===== src/rtl/data_rx_pkg.sv =====
// Shared definitions for the data_sr receive sequencer.
// Holds the frame geometry, the CRC-16 polynomial, the start-bit timeout
// and the controller state encoding.
package data_rx_pkg;

  localparam int          DATA_BITS  = 64;
  localparam int          CRC_BITS   = 16;
  localparam logic [15:0] CRC_POLY   = 16'h1021;
  localparam int          TIMEOUT    = 1024;
  // start bit + payload + CRC + end bit = 82
  localparam int          FRAME_BITS = 1 + DATA_BITS + CRC_BITS + 1;
  localparam int          TCNT_W     = $clog2(TIMEOUT) + 1;

  typedef enum logic [2:0] {
    S_IDLE       = 3'd0,
    S_WAIT_START = 3'd1,
    S_DATA       = 3'd2,
    S_CRC        = 3'd3,
    S_END        = 3'd4,
    S_DONE       = 3'd5
  } state_t;

endpackage


===== src/rtl/data_rx_ctrl_crc16_serial.sv =====
// Bit-serial CRC-16 register (MSB-first, initial value 0).
// Ports:
//   clk, rst    clock, asynchronous active-high reset
//   clr         synchronous clear to 0 (has priority over en)
//   en          advance one bit
//   shift_only  when set with en, shift left with 0 fill and no feedback
//               (used to stream the computed CRC out for comparison)
//   din         serial data bit
//   crc         current register contents
module crc16_serial
  import data_rx_pkg::*;
(
  input  logic        clk,
  input  logic        rst,
  input  logic        clr,
  input  logic        en,
  input  logic        shift_only,
  input  logic        din,
  output logic [15:0] crc
);

  always_ff @(posedge clk or posedge rst) begin
    if (rst) begin
      crc <= '0;
    end else if (clr) begin
      crc <= '0;
    end else if (en) begin
      if (shift_only) crc <= {crc[14:0], 1'b0};
      else            crc <= {crc[14:0], 1'b0} ^ ((crc[15] ^ din) ? CRC_POLY : 16'h0000);
    end
  end

endmodule


===== src/rtl/data_rx_ctrl.sv =====
// Receive-side sequencer for the 82-bit serial shift register data_sr.
// Frames one block (start 0, 64 data bits MSB-first, 16 CRC bits, end 1),
// drives the data_sr shift enable / select and checks the CRC on the fly.
// Ports:
//   clk, rst      clock, asynchronous active-high reset
//   in_data       serial line (idles high), sampled only on bit_strobe
//   bit_strobe    one-cycle pulse per bit period
//   rx_start      arms reception of one block (ignored while busy)
//   rx_ack        host acknowledge of a completed block
//   data_shift    combinational shift enable for data_sr
//   SR_select     registered select of data_sr as shift target
//   busy          controller not in IDLE
//   blk_valid     block finished; crc_err/end_err/timeout are valid
//   crc_err       received CRC differs from the computed CRC
//   end_err       end bit sampled as 0
//   timeout       no start bit within TIMEOUT strobes
//   fsm_state     current controller state, for observation
//
// Handshake: blk_valid is held high in DONE together with stable status and
// frozen data_sr contents; the block is consumed on the first cycle where
// blk_valid and rx_ack are both high, which returns to IDLE and clears all
// status in that same edge. rx_ack in any other state has no effect.
module data_rx_ctrl
  import data_rx_pkg::*;
(
  input  logic   clk,
  input  logic   rst,
  input  logic   in_data,
  input  logic   bit_strobe,
  input  logic   rx_start,
  input  logic   rx_ack,
  output logic   data_shift,
  output logic   SR_select,
  output logic   busy,
  output logic   blk_valid,
  output logic   crc_err,
  output logic   end_err,
  output logic   timeout,
  output state_t fsm_state
);

  state_t              state, state_n;
  logic [6:0]          bit_cnt, bit_cnt_n;
  logic [TCNT_W-1:0]   tcnt, tcnt_n;
  logic                mism, mism_n;
  logic                crc_err_n, end_err_n, timeout_n, sr_select_n;
  logic                crc_clr, crc_en, crc_shift_only;
  logic [15:0]         crc;

  crc16_serial u_crc (
    .clk        (clk),
    .rst        (rst),
    .clr        (crc_clr),
    .en         (crc_en),
    .shift_only (crc_shift_only),
    .din        (in_data),
    .crc        (crc)
  );

  always_ff @(posedge clk or posedge rst) begin
    if (rst) begin
      state     <= S_IDLE;
      bit_cnt   <= '0;
      tcnt      <= '0;
      mism      <= 1'b0;
      crc_err   <= 1'b0;
      end_err   <= 1'b0;
      timeout   <= 1'b0;
      SR_select <= 1'b0;
    end else begin
      state     <= state_n;
      bit_cnt   <= bit_cnt_n;
      tcnt      <= tcnt_n;
      mism      <= mism_n;
      crc_err   <= crc_err_n;
      end_err   <= end_err_n;
      timeout   <= timeout_n;
      SR_select <= sr_select_n;
    end
  end

  always_comb begin
    state_n        = state;
    bit_cnt_n      = bit_cnt;
    tcnt_n         = tcnt;
    mism_n         = mism;
    crc_err_n      = crc_err;
    end_err_n      = end_err;
    timeout_n      = timeout;
    crc_clr        = 1'b0;
    crc_en         = 1'b0;
    crc_shift_only = 1'b0;

    case (state)
      S_IDLE: begin
        if (rx_start) begin
          state_n   = S_WAIT_START;
          tcnt_n    = '0;
          bit_cnt_n = '0;
          mism_n    = 1'b0;
          crc_clr   = 1'b1;
        end
      end
      S_WAIT_START: begin
        if (bit_strobe) begin
          if (!in_data) begin
            state_n   = S_DATA;
            bit_cnt_n = '0;
          end else if (tcnt == TCNT_W'(TIMEOUT - 1)) begin
            timeout_n = 1'b1;
            state_n   = S_DONE;
          end else begin
            tcnt_n = tcnt + TCNT_W'(1);
          end
        end
      end
      S_DATA: begin
        if (bit_strobe) begin
          crc_en = 1'b1;
          if (bit_cnt == 7'(DATA_BITS - 1)) begin
            state_n   = S_CRC;
            bit_cnt_n = '0;
          end else begin
            bit_cnt_n = bit_cnt + 7'd1;
          end
        end
      end
      S_CRC: begin
        if (bit_strobe) begin
          // Stream the computed CRC out MSB-first against the received bits.
          if (in_data != crc[15]) mism_n = 1'b1;
          crc_en         = 1'b1;
          crc_shift_only = 1'b1;
          if (bit_cnt == 7'(CRC_BITS - 1)) begin
            state_n   = S_END;
            bit_cnt_n = '0;
          end else begin
            bit_cnt_n = bit_cnt + 7'd1;
          end
        end
      end
      S_END: begin
        if (bit_strobe) begin
          end_err_n = ~in_data;
          crc_err_n = mism;
          state_n   = S_DONE;
        end
      end
      S_DONE: begin
        if (rx_ack) begin
          state_n   = S_IDLE;
          crc_err_n = 1'b0;
          end_err_n = 1'b0;
          timeout_n = 1'b0;
        end
      end
      default: state_n = S_IDLE;
    endcase

    // Registered from the next state so data_sr stays frozen in IDLE/DONE.
    sr_select_n = (state_n == S_WAIT_START) || (state_n == S_DATA) ||
                  (state_n == S_CRC) || (state_n == S_END);
  end

  // The start bit is shifted in too, so a good block gives exactly 82 shifts.
  assign data_shift = bit_strobe &&
                      ((state == S_DATA) || (state == S_CRC) || (state == S_END) ||
                       ((state == S_WAIT_START) && !in_data));
  assign busy       = (state != S_IDLE);
  assign blk_valid  = (state == S_DONE);
  assign fsm_state  = state;

endmodule

===== config.mk =====
export PLATFORM = sky130hd
export DESIGN_NAME = data_rx_ctrl
export DESIGN_NICKNAME = d
export VERILOG_FILES = /design/src/rtl/data_rx_pkg.sv /design/src/rtl/data_rx_ctrl_crc16_serial.sv /design/src/rtl/data_rx_ctrl.sv
export SDC_FILE = /design/constraint.sdc
export NUM_CORES = 1
export LEC_CHECK = 0
export ABC_AREA = 1
export BUFFER_PORTS_ARGS = -buffer_cell sky130_fd_sc_hd__buf_2
export CAP_MARGIN = 10
export CORE_MARGIN = 4
export CORE_UTILIZATION = 53
export DETAILED_ROUTE_END_ITERATION = 6
export GPL_TIMING_DRIVEN = 0
export PLACE_DENSITY = 0.71
export SYNTH_ARGS = -nofsm -noshare
export SYNTH_HDL_FRONTEND = slang
export SYNTH_SLANG_ARGS = --single-unit

===== constraint.sdc =====
create_clock -name clk -period 1.7 [get_ports clk]
set_clock_uncertainty 0.15 [all_clocks]
set_input_delay 0.085 -clock clk [delete_from_list [all_inputs] [get_ports clk]]
set_output_delay 0.085 -clock clk [all_outputs]
set_load 0.005 [all_outputs]

Word-level counts from Yosys, hierarchy flattened. Cells that the tools add are included.

Bits in registers: 42. Output and inout bits: 10. Word-level logic and storage cells: 107.

Add/sub/neg operators: 2. Equal/unequal tests: 24. Mux-type cells: 46. Bitwise operators: 3. Reductions and logical operators: 23.

Operators with widths (count): $mux 7 (7); $mux 16 (3); $mux 11 (4); $mux 3 (10); $pmux 7 s4 (1); $ne 2x2->1 const B (11); $pmux 11 s2 (1); $pmux 3 s6 (1); $xor 16x16->16 (1); $mux 1 (14); $mux 13 (1); $eq 3x2->1 const B (4); $add 11x1->11 const B (1); $eq 11x10->1 const B (1); $reduce_and 5->1 (2); $reduce_bool 2->1 (5); $eq 3x3->1 const B (3); $pmux 1 s2 (4); $add 7x1->7 const B (1); $eq 7x4->1 const B (1); $eq 7x6->1 const B (1); $eq 3x1->1 const B (2); $logic_or 1x1->1 (6); $reduce_and 6->1 (1); 11 further kinds (12).

Depth between registers and ports, before layout.
Depth in word-level cells: 9. Gate-level depth with buffers: 11.

Hierarchy. Synthesis repeated with hierarchy kept, for this count alone.

Cells, all modules: 297. Area total of the unflattened synthesis: 2367.3 um2.

By module, submodules not included: data_rx_ctrl (instances 1, cells each 224, area an instance 1640.3 um2); crc16_serial (instances 1, cells each 73, area an instance 726.9 um2).

Least setup slack after synthesis. No wires, ideal clock.

Path kind: register to register. From: reg tcnt[0]. To: reg tcnt[7]. Arrival time: 1471 ps. Data required time: 1431 ps. Setup slack: -40 ps. Cell stages (with the launch flop): 10. Path buffers: 1. Cells stage by stage: dfrtp_1 > ha_1 > nand3_1 > nor2_1 > nand4_4 > nand2_4 > inv_6 > buf_12 > nand2_2 > o21ai_2.

Longest elaborated chain between the ends: 5.

Ends and longest elaborated chain: start, declared (line data_rx_ctrl.sv:44) `logic [TCNT_W-1:0] tcnt, tcnt_n;`; start signal, assigned (line data_rx_ctrl.sv:73) `tcnt <= tcnt_n;`; $add 11x1->11 (line data_rx_ctrl.sv:113) `tcnt_n = tcnt + TCNT_W'(1);`; $mux 11 (line data_rx_ctrl.sv:109) `end else if (tcnt == TCNT_W'(TIMEOUT - 1)) begin`; $mux 11 (line data_rx_ctrl.sv:106) `if (!in_data) begin`; $mux 11 (line data_rx_ctrl.sv:105) `if (bit_strobe) begin`; $pmux 11 s2 (line data_rx_ctrl.sv:94) `case (state)`.

Several ways; a longest one is shown, not always the timed one. The select of a mux whose other input is x is not followed. A chain may end at the register's enable or synchronous reset.

Worst setup path in the final report.
From: reg state[2], in the netlist fsm_state[2]. To: out data_shift.

Longest elaborated chain between the ends: 5.

Ends and longest elaborated chain: start, declared (line data_rx_ctrl.sv:42) `state_t state, state_n;`; start signal, assigned (line data_rx_ctrl.sv:71) `state <= state_n;`; $eq 3x2->1 (line data_rx_ctrl.sv:167) `((state == S_DATA) || (state == S_CRC) || (state == S_END) ||`; $logic_or 1x1->1 (2 in series) (line data_rx_ctrl.sv:167); $logic_or 1x1->1 (*) (line data_rx_ctrl.sv:167); $logic_and 1x1->1 (*) (line data_rx_ctrl.sv:166) `assign data_shift = bit_strobe &&`; end, declared (line data_rx_ctrl.sv:32) `output logic data_shift,`.

Every way passes the cells marked *; elsewhere a longest branch is shown, timed or not.

==> impl_metrics.toml <==
[cts]
cts_buffers = 5
clock_sinks = 42
clkLatencyLatePin_ps = 290
cts_buffer_depth = 2
cts-root-buf = "clkbuf_8"
cts_tree = "done"
htree_levels = 2
clk_pin_slew_ps = 90

[run]
drv_cap = 0

[floorplanning]
core_um2 = 4090
die_w_um = 73.6
rows = 23
io_pins = 16
dieArea_um2 = 5420
start_util_pct = 55.8
die_h_um = 73.6

[logic_synthesis]
synth_seq_cells = 42
ys.flop_type = "dfrtp_1"
syn_area_um2 = 2280
syn_avg_cell_area_um2 = 8.36
synthArstFlopShare_pct = 100
synth_edf_count = 0
syn_nets = 281
ys_warn_count = 0
ys_types = 35
ys_seq_area_share_pct = 46.1
syn_inst = 273

[final_layout]
drive_gt1_share_pct = 35.9
final_cells = 370
area_delta_synth_final_pct = 32.9
diodes = 0
fill_cells = 262
final_nets = 327
layout_common_cells = "40 x dfrtp_1, 34 x inv_1, 34 x nand2_1"
final_common_cell = "dfrtp_1"

[global_route]
grt_pass1_vias = 1838
grt_pass1_wl_um = 8390
grt_usage_pct = 20.1
grt_max_degree = 43
grt_antenna_before_repair = 0
grt_overflow_total = 0

[detailed_routing]
routedWlPerCell_um = 15.1
ant_nets = 0
vias = 2043
drtPass1Iterations = 4
vias_per_cell = 5.52
drc_errors = 0
routed_wirelength_um = 5570
drt_iter0_drc = 151

[sta]
timing.fmax_mhz = 571
slew_headroom_pct = 41.3
rsz0062_at_grt = "true"
fin_crit_ps = 1750
finalMaxSlewViolations = 0
hold_viol = 0
setup_ws_ps = -51.4
worst_pin_slew_ps = 880
setup_violations = 10
finalCritPeriodShare_pct = 103

[setup_path]
crit_path_max_fanout = 7
cp.required_ps = 1460
critPathKind = "register to primary output"
crit_path_end_kind = "primary output"
worstRegToRegCells = 10
start_kind = "register"
crit_arrival_ps = 1520

[power]
leakage_nw = 1.44
power.density_nw_per_um2 = 1490
ir_drop_mv = 1.07

[hold_path]
holdPathStages = 4
hp-class = "input port to register"

[placed_design]
place_ws_ps = -238
place.gp.congestion = 0.854
port_buffers = 15
hpwl_um = 3200
dpl.cell_count = 338

[outcome]
violations = "negative setup slack"
status = "complete, but fails checks"
==> synthesized netlist by cell type (2+ instances only) <==
| library cell | n | area share [%] |
|---|---|---|
| o21ai_2 | 5 | 1.9 |
| nand2_2 | 7 | 1.9 |
| inv_1 | 38 | 6.3 |
| nand2_1 | 39 | 6.4 |
| nor2_2 | 4 | 1.1 |
| nor2_1 | 26 | 4.3 |
| a21oi_2 | 2 | 0.77 |
| dfrtp_1 | 42 | 46 |
| nand2_4 | 2 | 0.99 |
| o22ai_1 | 15 | 4.1 |
| xor2_1 | 12 | 4.6 |
| inv_2 | 5 | 0.82 |
| nand3_1 | 26 | 5.7 |
| o21ai_1 | 4 | 0.88 |
| a21oi_1 | 5 | 1.1 |
| nor3_1 | 7 | 1.5 |
| o21ai_0 | 13 | 2.9 |
| clkbuf_1 | 2 | 0.33 |
| ha_1 | 2 | 1.1 |
| nand4_1 | 2 | 0.55 |
==> layer usage <==
metal,GRT usage (%),vias to the layer above,share of wire [%]
li1,-,987,-
met1,27.6,964,44
met2,31.0,78,48
met3,4.92,14,6.2
met4,6.64,0,1.9
met5,0,-,0
==> cells by family after synthesis <==
group / count (synthesis) / share of synthesized area (%)
and+or+nand+nor: 118 / 25.7
buffers and inverters: 52 / 9.87
AOI/OAI and AO/OA: 47 / 12.7
DFF: 42 / 46.1
xor gates and xnor gates: 12 / 4.61
adders and majority gates: 2 / 1.10
==> sequential cells by signal, summed over array words and instances (netlist names) <==
signal / count
u_crc.crc: 16
tcnt: 11
bit_cnt: 7
fsm_state: 3
SR_select: 1
crc_err: 1
end_err: 1
mism: 1
timeout: 1
==> area by class of cell <==
| cell class | count | area, um^2 | area share, % |
|---|---|---|---|
| clock buffers | 6 | 82.6 | 2.72 |
| clock inverters | 2 | 60.1 | 1.98 |
| plain buffers | 5 | 53.8 | 1.77 |
| well taps | 50 | 62.6 | 2.06 |
| multi-input cells | 180 | 1240 | 41.0 |
| inverters | 47 | 201 | 6.64 |
| repair buffers | 38 | 274 | 9.04 |
| flip-flops and latches | 42 | 1050 | 34.8 |
==> metrics by stage <==
step | setup TNS, ps | hold WS, ps | total power, mW | cell area, um^2 | utilization (%)
2_1_floorplan | 0 | 46.5 | 2.50 | 2280 | -
3_3_place_gp | -5910 | 234 | 2.81 | 2420 | 59.2
3_5_place_dp | -3640 | 168 | 2.84 | 2420 | 59.2
4_1_cts | -75.0 | 17.4 | 4.03 | 2740 | 67.1
5_1_grt | -1100 | 128 | 4.77 | 3030 | 74.2
6_report | -192 | 73.0 | 4.50 | 3030 | 74.2
==> path summary, 6_finish.rpt <==
path                                    from            to  slack (ps)
worst max-delay path            fsm_state[2]    data_shift         -50
worst min-delay path                rx_start          mism          70
worst max register to register       tcnt[0]     SR_select         -40
worst min register to register       end_err       end_err         360
max in group asynchronous                rst  fsm_state[0]         400
min in group asynchronous                rst       end_err         400
==> worst max-delay path, cell delays in order (launching register included) <==
cell and delay [ps]:
dfrtp_1 400, buf_6 150, inv_8 70, nand3_4 160, nor3_4 180, nand3b_1 140
buf_2 120
==> where the power goes <==
group / internal, mW / switching, mW / leakage [nW]
clock: 0.627 / 0.346 / 0.0714
sequential: 1.26 / 0.182 / 0.559
combinational: 0.873 / 1.22 / 0.812
==> what timing repair did <==
item | in CTS | in global routing
endpoints found under the setup margin | 29 | 26
hold endpoints to repair | 43 | 0
pin swaps | 4 | 13
buffers inserted | 8 | 12
gates resized for setup | 24 | 41
hold buffers | 2 | 0
gates cloned | 0 | 2
Note: power is estimated with default switching activity, not from simulation.
